===== config.mk =====
export PLATFORM = sky130hd
export DESIGN_NAME = clock_tick_scheduler
export DESIGN_NICKNAME = d
export VERILOG_FILES = /design/src/rtl/clk_sched_pkg.sv /design/src/rtl/rr_arbiter.sv /design/src/rtl/clock_tick_scheduler.sv
export SDC_FILE = /design/constraint.sdc
export NUM_CORES = 1
export LEC_CHECK = 0
export CORE_MARGIN = 2
export CORE_UTILIZATION = 35
export CTS_BUF_LIST = sky130_fd_sc_hd__clkbuf_4 sky130_fd_sc_hd__clkbuf_8
export DETAILED_ROUTE_END_ITERATION = 10
export GPL_TIMING_DRIVEN = 0
export SYNTH_ARGS = -nofsm -noshare
export SYNTH_HDL_FRONTEND = slang
export SYNTH_SLANG_ARGS = --single-unit

===== constraint.sdc =====
create_clock -name Clock -period 4.8 [get_ports Clock]
set_input_delay 1.2 -clock Clock [delete_from_list [all_inputs] [get_ports Clock]]
set_output_delay 1.2 -clock Clock [all_outputs]
set_load 0.02 [all_outputs]

===== src/rtl/clk_sched_pkg.sv =====
// Shared definitions for the clock tick scheduler: rate codes, channel state
// encoding and the rate-to-alignment-mask helper.
package clk_sched_pkg;

  localparam logic [1:0] RATE_DIV2  = 2'd0;
  localparam logic [1:0] RATE_DIV4  = 2'd1;
  localparam logic [1:0] RATE_DIV8  = 2'd2;
  localparam logic [1:0] RATE_DIV16 = 2'd3;

  typedef enum logic [1:0] {
    ST_OFF  = 2'd0,
    ST_SYNC = 2'd1,
    ST_RUN  = 2'd2
  } chan_state_e;

  // Low counter bits that must all be ones for a channel of this rate to tick.
  function automatic logic [3:0] rate_align_mask(input logic [1:0] rate);
    logic [3:0] mask;
    case (rate)
      RATE_DIV2: mask = 4'b0001;
      RATE_DIV4: mask = 4'b0011;
      RATE_DIV8: mask = 4'b0111;
      default:   mask = 4'b1111;
    endcase
    return mask;
  endfunction

endpackage


===== src/rtl/rr_arbiter.sv =====
// Pointer-based round-robin arbiter: combinational one-hot grant starting at
// rr_ptr, pointer moves to one past the granted requester.
module rr_arbiter #(
  parameter int NREQ = 4
) (
  input  logic            Clock,
  input  logic            Reset,
  input  logic [NREQ-1:0] req,
  output logic [NREQ-1:0] grant
);

  localparam int PTR_W = (NREQ > 1) ? $clog2(NREQ) : 1;

  logic [PTR_W-1:0] rr_ptr;
  logic [PTR_W-1:0] ptr_next;
  logic [PTR_W-1:0] idx;
  logic             found;

  always_comb begin
    grant    = '0;
    found    = 1'b0;
    ptr_next = rr_ptr;
    idx      = '0;
    for (int i = 0; i < NREQ; i++) begin
      idx = PTR_W'((int'(rr_ptr) + i) % NREQ);
      if (!found && req[idx]) begin
        found      = 1'b1;
        grant[idx] = 1'b1;
        ptr_next   = PTR_W'((int'(rr_ptr) + i + 1) % NREQ);
      end
    end
  end

  always_ff @(posedge Clock or negedge Reset) begin
    if (!Reset) begin
      rr_ptr <= '0;
    end else begin
      rr_ptr <= ptr_next;
    end
  end

endmodule


===== src/rtl/clock_tick_scheduler.sv =====
// Shared prescale counter producing per-requester clock-enable ticks at /2../16.
// Optional macro CLK_SCHED_PHASE_OUT_EN adds square-wave phase_clk outputs.
module clock_tick_scheduler
  import clk_sched_pkg::*;
#(
  parameter int NREQ  = 4,
  parameter int CNT_W = 4
) (
  input  logic              Clock,
  input  logic              Reset,
  input  logic [NREQ-1:0]   cmd_valid,
  input  logic [NREQ-1:0]   cmd_op,
  input  logic [2*NREQ-1:0] cmd_rate,
  output logic [NREQ-1:0]   cmd_ack,
  output logic [NREQ-1:0]   tick,
  output logic [NREQ-1:0]   active
`ifdef CLK_SCHED_PHASE_OUT_EN
  ,
  output logic [NREQ-1:0]   phase_clk
`endif
);

  // Handshake: a requester holds cmd_valid[k] until cmd_ack[k] pulses; the
  // command is applied on the edge that raises cmd_ack, and cmd_valid seen
  // during the ack cycle belongs to the old command, so it is masked here.
  logic [CNT_W-1:0] div_cnt;
  chan_state_e      state_q [NREQ];
  chan_state_e      state_d [NREQ];
  logic [1:0]       rate_q  [NREQ];
  logic [1:0]       rate_d  [NREQ];
  logic [NREQ-1:0]  grant;
  logic [NREQ-1:0]  align;
  logic [NREQ-1:0]  tick_d;

  rr_arbiter #(.NREQ(NREQ)) u_arb (
    .Clock (Clock),
    .Reset (Reset),
    .req   (cmd_valid & ~cmd_ack),
    .grant (grant)
  );

  always_ff @(posedge Clock or negedge Reset) begin
    if (!Reset) begin
      div_cnt <= '0;
    end else begin
      div_cnt <= div_cnt + 1'b1;
    end
  end

  always_comb begin
    align  = '0;
    tick_d = '0;
    for (int k = 0; k < NREQ; k++) begin
      state_d[k] = state_q[k];
      rate_d[k]  = rate_q[k];
    end
    for (int k = 0; k < NREQ; k++) begin
      align[k]  = (div_cnt[3:0] & rate_align_mask(rate_q[k])) == rate_align_mask(rate_q[k]);
      tick_d[k] = (state_q[k] != ST_OFF) && align[k];
      // An accepted command overrides the SYNC->RUN step on the same edge.
      if (grant[k]) begin
        if (cmd_op[k]) begin
          state_d[k] = ST_SYNC;
          rate_d[k]  = cmd_rate[2*k +: 2];
        end else begin
          state_d[k] = ST_OFF;
        end
      end else if (state_q[k] == ST_SYNC && align[k]) begin
        state_d[k] = ST_RUN;
      end
    end
  end

  always_ff @(posedge Clock or negedge Reset) begin
    if (!Reset) begin
      for (int k = 0; k < NREQ; k++) begin
        state_q[k] <= ST_OFF;
        rate_q[k]  <= RATE_DIV2;
      end
      cmd_ack <= '0;
      tick    <= '0;
    end else begin
      for (int k = 0; k < NREQ; k++) begin
        state_q[k] <= state_d[k];
        rate_q[k]  <= rate_d[k];
      end
      cmd_ack <= grant;
      tick    <= tick_d;
    end
  end

  always_comb begin
    active = '0;
    for (int k = 0; k < NREQ; k++) begin
      active[k] = (state_q[k] == ST_RUN);
    end
  end

`ifdef CLK_SCHED_PHASE_OUT_EN
  always_ff @(posedge Clock or negedge Reset) begin
    if (!Reset) begin
      phase_clk <= '0;
    end else begin
      for (int k = 0; k < NREQ; k++) begin
        if (state_d[k] == ST_OFF) begin
          phase_clk[k] <= 1'b0;
        end else if (tick_d[k]) begin
          phase_clk[k] <= ~phase_clk[k];
        end
      end
    end
  end
`endif

endmodule


==> summary.txt <==
Root Buffer = clkbuf_8
maximum clock rate = 300 MHz
full die area = 0.00601 mm^2
H-Tree Level Count = 2
reg2reg end = rate_q[1]
initial antenna violation count = 0
Leakage = 0.996 nW
largest area contributor in the netlist = dfrtp_1
wire length of the first global-routing pass = 7410 um
worst hold slack = 0.504 ns
FF-to-FF Start = u_arb.rr_ptr[0]
Worst Reg-to-Reg Cells = 9
final hold violations = 0
GR Overflow Total = 0
EDFF count, synth = 0
ANT nets after route = 0
met3 routed WL = 196 um
area of the multi-input gates = 0.00105 mm^2
proportion of layout cells with a drive suffix above 1 = 16.3%
Post-Synth Adder-Cell Area = 5.29%
DR vias = 1,629
CTS buffer count = 5
area grow syn2layout = 24.7%
CTS tree = yes
die width = 77.5 um
# rows = 26
met1 wire length = 2070 um
synthesized cell area = 0.00189 mm^2
ys async rst share = 100%
Post-Route WL = 4400 um
part of the cycle the worst path needs = 69.4%
Final setup viols = 0
postcts setup bufs = 0
CTS hold repair buffers = 0
syn nets = 222
port bufs = 29
Starting DRT DRC Count = 112
vias per inst = 5.38
vias in the first global route = 1,534
synthesis-stage register bit count = 30
WL/cell = 14.5 um
gp weighted congestion = 0.883
status = finished, final reports clean
ANT cells = 0
Syn. warnings = 0
DP HPWL = 3300 um
Min Clock Period, post-route = 3.33 ns
FILL cells = 514
Core Box Area = 0.00517 mm^2
CTS clk-pin slew, worst paths = 0.06 ns
Clock Latency Late Sink = 0.28 ns
CP Class = in2reg
Synth area leaders = dfrtp_1, mux2_2, ha_1, o21ai_0, inv_1
complex-gate fraction of the synthesized area = 26.1%
HP Start = state_q[7]
top sig layer = met4
area fraction of the dominant cell type after synthesis = 39.7%
WL met2 = 2050 um
flip-flop and latch area = 751 um^2
I/O pins = 30
First-pass DRT Iterations = 4
Max transition margin = 51.5%
Critical Path RT = 4.96 ns
CP Max Fanout = 6
Syn Inst Count = 196
worst endpoint data arrival time = 3.49 ns
CP Capture Type = flop
Pwr Density = 644 mW/mm^2
Syn Area/Cell = 9.65 um^2
Post-Synth Simple-Gate Area = 18.1%
Worst Hold Endpoint = state_q[7]
min-delay worst type = reg2reg
RSZ-0062 raised after global routing = false
Final Max Tran Viols = 0
largest net degree at the start of global routing = 31
Peak supply drop = 299 uV
Synth Flop Type = dfrtp_1
post-cts repair resize count = 0
Hold Path Depth = 2
# nets final = 258
Worst setup SP type = input port
CTS sink cnt = 30
main combinational cell family by area after synthesis = compound AO/OA/AOI/OAI gates
Longest Clk Path Bufs = 2
xor-xnor portion of the synthesized cell area = 0.926%
drt drc = 0
Unique masters post-synth = 44
DP Cell Count = 295
worst slew pin tran = 0.722 ns
non-filler cells in the finished layout = 303
max cap viols = 0
Worst R2R Setup Slack = 1.62 ns
Worst Skew = 0.00775 ns
Initial Util = 36.6%
Setup TNS = 0 ns
Die Height = 77.5 um
multiplexer share of the synthesized area = 5.36%
Seq/Total Area, Yosys = 39.7%
All-Layer GR Usage = 15.6%
==> worst max path at each step <==
stage / from / end / slack [ns]
final: cmd_valid[3] / rate_q[1] / 1.47
after global routing: cmd_valid[3] / rate_q[1] / 1.20
after CTS: cmd_valid[3] / rate_q[1] / 1.47
after detailed placement: cmd_valid[3] / rate_q[1] / 1.18
after global placement: cmd_valid[3] / rate_q[1] / 1.19
after floorplan: cmd_valid[3] / rate_q[2] / 2.00
==> cell usage after synthesis, types with 4 or more instances <==
library cell and instances:
mux2_2 9, inv_1 19, dfrtp_1 30, ha_1 8, nor2_1 16, o22ai_1 5
o21ai_2 4, nand2b_1 4, a21oi_1 7, a221oi_1 4, o21ai_0 16, o2111ai_1 6
nor3_1 11, nand2_1 8, nand3_1 4
==> area by class of cell <==
class	count	area share, %
multi-input cells	145	44.7
flip-flops and latches	30	31.8
repair buffers	29	12.1
well taps	70	3.71
clock buffers	6	3.50
inverters	19	3.02
plain buffers	2	0.636
clock inverters	2	0.530
==> through the flow <==
stage	total power, mW	area (um^2)	util, %	setup WS, ns
final	1.52	2360	45.6	1.47
after global routing	1.65	2360	45.6	1.20
after CTS	1.53	2360	45.7	1.47
after detailed placement	1.31	2270	43.9	1.18
after global placement	1.30	2270	43.9	1.19
after floorplan	1.07	1890	-	2.00
==> metal layers <==
metal,global-route usage (%),vias up
met5,0,-
met4,5.36,0
met3,3.60,6
met2,24.9,45
met1,20.8,783
li1,-,795
==> registers in the layout (all words and copies together) (netlist names) <==
register and flops:
cmd_ack 4, div_cnt 4, rate_q 8, state_q 8
tick 4, u_arb.rr_ptr 2
==> worst max-delay path, stage by stage <==
cell	delay (ns)
clkdlybuf4s50_1	0.50
and2b_1	0.25
nor3_1	0.08
nor3_1	0.58
o41ai_1	0.26
o21ai_2	0.27
mux2_2	0.36
==> cells in the final DEF, fill, tap and decap left out, types with 2 or more instances in the layout <==
cell type         n
clkdlybuf4s50_1  28
o41ai_1           3
and2b_1           3
inv_1            19
o21ai_2           4
and2_1            2
mux2_2            9
nand2b_1          4
ha_1              8
a21oi_1           7
nand2_1           8
o31ai_2           3
clkbuf_8          6
o22ai_1           5
o21ai_0          16
o2111ai_1         6
or2_4             3
o211ai_2          3
nor2_1           16
nor3_1           11
dfrtp_1          30
a21boi_0          3
nor2b_1           2
nor4_1            2
a221oi_1          4
or4b_1            2
nand3_1           4
==> kinds of logic (layout without fill, tap and decap cells) <==
logic type | count (synthesis) | in the layout
muxes | 9 | 9
adders and majority gates | 8 | 8
buffers and inverters | 21 | 58
and+or+nand+nor | 62 | 62
DFF | 30 | 30
xor gates and xnor gates | 2 | 2
AOI/OAI and AO/OA | 64 | 64
==> where the power goes <==
| part | internal [mW] | total, mW | switching (mW) |
|---|---|---|---|
| combinational | 0.385 | 0.888 | 0.503 |
| clock | 0.115 | 0.214 | 0.0989 |
| sequential | 0.341 | 0.416 | 0.0755 |
(Power assumes the default switching activity.)
==> RTL edit 1 (config.mk and constraints unchanged) <==
The option `CLK_SCHED_PHASE_OUT_EN` is turned on by a define.
--- a/src/rtl/clock_tick_scheduler.sv
+++ b/src/rtl/clock_tick_scheduler.sv
@@ -1,5 +1,7 @@
 // Shared prescale counter producing per-requester clock-enable ticks at /2../16.
 // Optional macro CLK_SCHED_PHASE_OUT_EN adds square-wave phase_clk outputs.
+`define CLK_SCHED_PHASE_OUT_EN
+
 module clock_tick_scheduler
   import clk_sched_pkg::*;
 #(
Function (old outputs only; new: phase_clk): no difference found for any inputs over 4 cycles, from zero or initial values and one cycle with Reset low; that may be too few to reach the edited logic, so the function may still have changed.
==> RTL edit 1 against the original RTL <==
- core utilization is 1.8 points higher
- area after synthesis up 1.3%
- total power increased by 4.9%
- sequential cell count up 4
- setup slack worse by 0.31 ns
- wire length decreased by 11%
- die area up 1.2%
- sequential power increased by 12%
- design area grew 4.5%
- critical path depth unchanged
==> RTL edit 1: results <==
group,metric,value,unit
status,status,"finished, final reports clean",
clock_network,ctsResizeCount,0,
clock_network,clk_latency,0.29,ns
final_layout,top_regs,"rate_q x8, state_q x8",
placement,place.gp.congestion,0.791,
sta,hold_ws,0.513,ns
worst_setup_path,critPathMaxStageDelay,0.74,ns
placement,dp_hpwl,2830,um
clock_network,cts_made_buffers,5,
global_route,antenna_found_initial,0,
sta,tns,0,ns
power,ir_drop,0.000348,V
final_layout,fillerInstances,508,
worst_setup_path,slowest_stage,"o31ai_1",
worst_setup_path,timing.rr.start,"u_arb.rr_ptr[0]$_DFFE_PN0P_",
yosys,dominantRegCellSynth,"dfrtp_1",
final_layout,n_antenna_cell,0,
clock_network,cts_setup_buffers,0,
yosys,synth_nets,207,
clock_network,cts_max_path_buffers,2,
placement,port_buffers,33,
global_route,grt_pass1_wl,6870,um
yosys,ys_types,41,
clock_network,htreeDepth,2,
worst_setup_path,reg2reg_setup_slack,1.61,ns
yosys,ys_top_cells_by_area,"dfrtp_1 44%, ha_1 5.2%, nor2_1 4.9%",
yosys,synth_common_cells,"34 x dfrtp_1, 25 x nor2_1, 12 x inv_1",
global_route,grt_max_degree,35,
worst_setup_path,ff2ff_path_depth,8,
placement,dp_slack,0.881,ns
yosys,ys_seq_area_share,44.4,%
yosys,async_reset_ff_share,100,%
routing,vias,1457,
yosys,ys.warnings.count,0,
worst_setup_path,path_max_fanout,6,
worst_setup_path,arrival,3.78,ns
routing,first_pass_iters,4,
sta,max_slew_margin,43.2,%
worst_setup_path,r2r_end,"rate_q[2]$_DFFE_PN0P_",
min_path,holdPathStages,1,
final_layout,finalNetCount,247,
routing,wl_per_cell,13.3,um
final_layout,drive_above_1_share,13.1,%
clock_network,clkSlewWorstSetupHoldPaths,0.08,ns
min_path,hold_path.class,"register to register",
routing,drt_iter0_markers,75,
power,power_leakage,1.12,nW
min_path,min_from,"rate_q[6]$_DFFE_PN0P_",
min_path,worst_hold_path.endpoint,"rate_q[6]$_DFFE_PN0P_",
sta,skew,0.00799,ns
clock_network,cts-root-buf,"clkbuf_8",
global_route,grt_usage,14.2,%
RTL edit 1: worst max-delay path by stage:
stage,startpoint,to,slack [ns],cells past startpoint
2_1_floorplan,cmd_valid[0],rate_q[3]$_DFFE_PN0P_,1.83,6
4_1_cts,cmd_valid[0],rate_q[2]$_DFFE_PN0P_,1.18,7
3_5_place_dp,cmd_valid[0],rate_q[2]$_DFFE_PN0P_,0.88,7
5_1_grt,cmd_valid[0],rate_q[2]$_DFFE_PN0P_,0.85,7
3_3_place_gp,cmd_valid[0],rate_q[2]$_DFFE_PN0P_,0.88,7
6_report,cmd_valid[0],rate_q[2]$_DFFE_PN0P_,1.16,7
RTL edit 1: power breakdown:
| group | internal [W] | switching (W) | total, W |
|---|---|---|---|
| combinational | 0.000391 | 0.000423 | 0.000814 |
| clock | 0.000208 | 0.000107 | 0.000315 |
| sequential | 0.000383 | 0.0000809 | 0.000464 |
| total | 0.000982 | 0.000611 | 0.00159 |
RTL edit 1: layer usage:
metal  track usage, %  wire [um]
met2             20.2       1600
met5                0          0
met4             5.79         67
met3             3.49        189
met1             20.5       2040
RTL edit 1: metrics by stage:
step                utilization [%]  cells  area, sq um  total power [W]
finish                         47.4    292         2470          0.00159
global route                   47.4    292         2470          0.00172
CTS                            47.4    292         2470          0.00161
detailed placement             44.7    284         2330          0.00128
global placement               44.8    284         2330          0.00128
floorplan                         -    181         1920          0.00106
RTL edit 1: cells by family after synthesis:
family                   count (synthesis)  share of synthesized area (%)
AO/OA/AOI/OAI                           44                           18.5
multiplexers                             9                           7.45
flip-flops                              34                           44.4
buffers and inverters                   13                           2.55
AND/OR/NAND/NOR                         66                           18.7
adder cells (fa/ha/maj)                  8                           5.23
XOR/XNOR                                 7                           3.20
RTL edit 1: critical path: cells and delay by family:
kind            cells  cell delay, ns
buf+inv             1            0.47
compound gates      3            1.21
simple gates        3            0.91
RTL edit 1: final cells by class:
| cell class | count | area (sq um) | share of cell area (%) |
|---|---|---|---|
| clock buffers | 5 | 68.8 | 2.79 |
| clock inverters | 3 | 68.8 | 2.79 |
| inverters | 13 | 48.8 | 1.98 |
| multi-input cells | 134 | 1020 | 41.2 |
| flip-flops and latches | 34 | 851 | 34.5 |
| well taps | 70 | 87.6 | 3.55 |
| repair buffers | 33 | 325 | 13.2 |
==> RTL edit 2 (config.mk and constraints unchanged) <==
Made on the original files. `NREQ` is set to 4 in 2 places; all go to 8.
--- a/src/rtl/rr_arbiter.sv
+++ b/src/rtl/rr_arbiter.sv
@@ -1,7 +1,7 @@
 // Pointer-based round-robin arbiter: combinational one-hot grant starting at
 // rr_ptr, pointer moves to one past the granted requester.
 module rr_arbiter #(
-  parameter int NREQ = 4
+  parameter int NREQ = 8
 ) (
   input  logic            Clock,
   input  logic            Reset,
--- a/src/rtl/clock_tick_scheduler.sv
+++ b/src/rtl/clock_tick_scheduler.sv
@@ -3,7 +3,7 @@
 module clock_tick_scheduler
   import clk_sched_pkg::*;
 #(
-  parameter int NREQ  = 4,
+  parameter int NREQ  = 8,
   parameter int CNT_W = 4
 ) (
   input  logic              Clock,
Interface: changed (6 resized); port bits go from 30 to 58. The function was not compared with the original's and may differ.
==> RTL edit 2 against the original RTL <==
- via count rose by 130%
- setup slack got worse by 1.1 ns
- fmax fell by 24%
- worst hold slack improved by 0.0065 ns
- design area rose by 110%
- area after synthesis rose by 110%
- sequential cell count rose by 25
- wire length rose to 2.8 times the old value
Power is left out: the tool's default activity adds up to more than one toggle a clock period on the data nets, which glitch-free logic cannot reach.
==> RTL edit 2: results <==
group,metric,value,unit
routing,drt_iter0_markers,257,
final_layout,finalNetCount,560,
placement,dp_hpwl,9630,um
clock_network,clk_latency,0.32,ns
yosys,synth_common_cells,"55 x dfrtp_1, 37 x nor2_1, 36 x nand2_1",
worst_setup_path,reg2reg_setup_slack,0.40,ns
yosys,ys_types,60,
global_route,grt_pass1_wl,20700,um
status,status,"finished, final reports clean",
min_path,min_from,"div_cnt[0]$_DFF_PN0_",
yosys,ys_top_cells_by_area,"dfrtp_1 34%, mux4_2 6.7%, a21oi_1 4.2%",
final_layout,drive_above_1_share,9.65,%
clock_network,htreeDepth,2,
clock_network,cts_setup_buffers,0,
sta,skew,0.0100,ns
worst_setup_path,critPathMaxStageDelay,0.59,ns
sta,max_slew_margin,48.7,%
worst_setup_path,path_max_fanout,11,
global_route,grt_pass1_vias,3886,
placement,place.gp.congestion,0.894,
worst_setup_path,endpoint,"u_arb.rr_ptr[1]$_DFFE_PN0P_",
routing,wl_per_cell,18.8,um
clock_network,clkSlewWorstSetupHoldPaths,0.09,ns
final_layout,fillerInstances,1123,
yosys,synth_nets,495,
worst_setup_path,slowest_stage,"mux4_2",
routing,first_pass_iters,4,
clock_network,ctsResizeCount,0,
yosys,async_reset_ff_share,100,%
yosys,ys_seq_area_share,34.0,%
final_layout,top_regs,"rate_q x16, state_q x16",
global_route,grt_max_degree,32,
worst_setup_path,critPathLaunch,"u_arb.rr_ptr[0]$_DFFE_PN0P_",
placement,port_buffers,57,
global_route,grt_usage,20.7,%
clock_network,cts_max_path_buffers,2,
routing,vias_per_cell,5.77,
worst_setup_path,ff2ff_path_depth,11,
## RTL edit 2: changes by cell type after synthesis, moves of 7 or more
cell,unedited run,this run
inv_1,19,34
mux2i_1,0,9
dfrtp_1,30,55
nand2_1,8,36
nor2b_1,2,23
o211ai_1,0,15
mux4_2,0,12
nand3b_1,0,7
a21oi_1,7,34
clkbuf_1,1,11
nor2_1,16,37
nand4_1,0,10
nor4_1,2,17
o21ai_0,16,29
## RTL edit 2: per-layer routing
| layer | GRT usage, % | vias up | wire, um |
|---|---|---|---|
| met2 | 34.3 | 141 | 5880 |
| met1 | 28.8 | 1850 | 5620 |
| met3 | 3.27 | 13 | 788 |
| met5 | 0 | - | 0 |
| met4 | 4.53 | 0 | 148 |
| li1 | - | 1813 | - |
## RTL edit 2: kinds of logic (layout without fill, tap and decap cells)
| logic type | Yosys count | count (layout) | synth area share (%) |
|---|---|---|---|
| buffers and inverters | 54 | 120 | 5.45 |
| AND/OR/NAND/NOR | 167 | 167 | 22.4 |
| adder cells (fa/ha/maj) | 9 | 9 | 2.78 |
| multiplexers | 28 | 28 | 10.9 |
| XOR/XNOR | 9 | 9 | 2.14 |
| AO/OA/AOI/OAI | 130 | 130 | 22.3 |
| flip-flops | 55 | 55 | 34.0 |
## RTL edit 2: layout make-up
class | instances | area, sq um | share of cell area, %
buffer | 18 | 85.1 | 1.72
clock buffer | 6 | 76.3 | 1.54
clock inverter | 2 | 60.1 | 1.21
inverter | 36 | 135 | 2.73
multi-input combinational | 343 | 2450 | 49.5
sequential | 55 | 1380 | 27.8
tap | 143 | 179 | 3.62
timing repair buffer | 58 | 586 | 11.8
## RTL edit 2: worst reg2reg max path, cell delays in order, from the launching register on
cell,delay (ns)
dfrtp_1,0.49
buf_6,0.19
inv_2,0.09
buf_2,0.25
clkbuf_1,0.51
ha_1,0.40
inv_2,0.22
mux4_2,0.59
nor2_1,0.54
a32oi_1,0.25
and3_1,0.23
or4_1,0.51
## RTL edit 2: how the worst min path moves through the flow
stage | endpoint | slack (ns) | depth (start not counted)
finish | div_cnt[1]$_DFF_PN0_ | 0.51 | 1
global route | div_cnt[1]$_DFF_PN0_ | 0.55 | 1
CTS | div_cnt[1]$_DFF_PN0_ | 0.52 | 1
detailed placement | div_cnt[1]$_DFF_PN0_ | 0.50 | 1
global placement | div_cnt[1]$_DFF_PN0_ | 0.48 | 1
floorplan | div_cnt[1]$_DFF_PN0_ | 0.48 | 1
## RTL edit 2: through the flow
| step | worst slack [ns] | cell area (sq um) | cells |
|---|---|---|---|
| after floorplan | 1.22 | 4040 | 452 |
| after global placement | 0.427 | 4790 | 652 |
| after detailed placement | 0.415 | 4810 | 653 |
| after CTS | 0.514 | 4940 | 661 |
| after global routing | 0.102 | 4940 | 661 |
| final | 0.402 | 4940 | 661 |
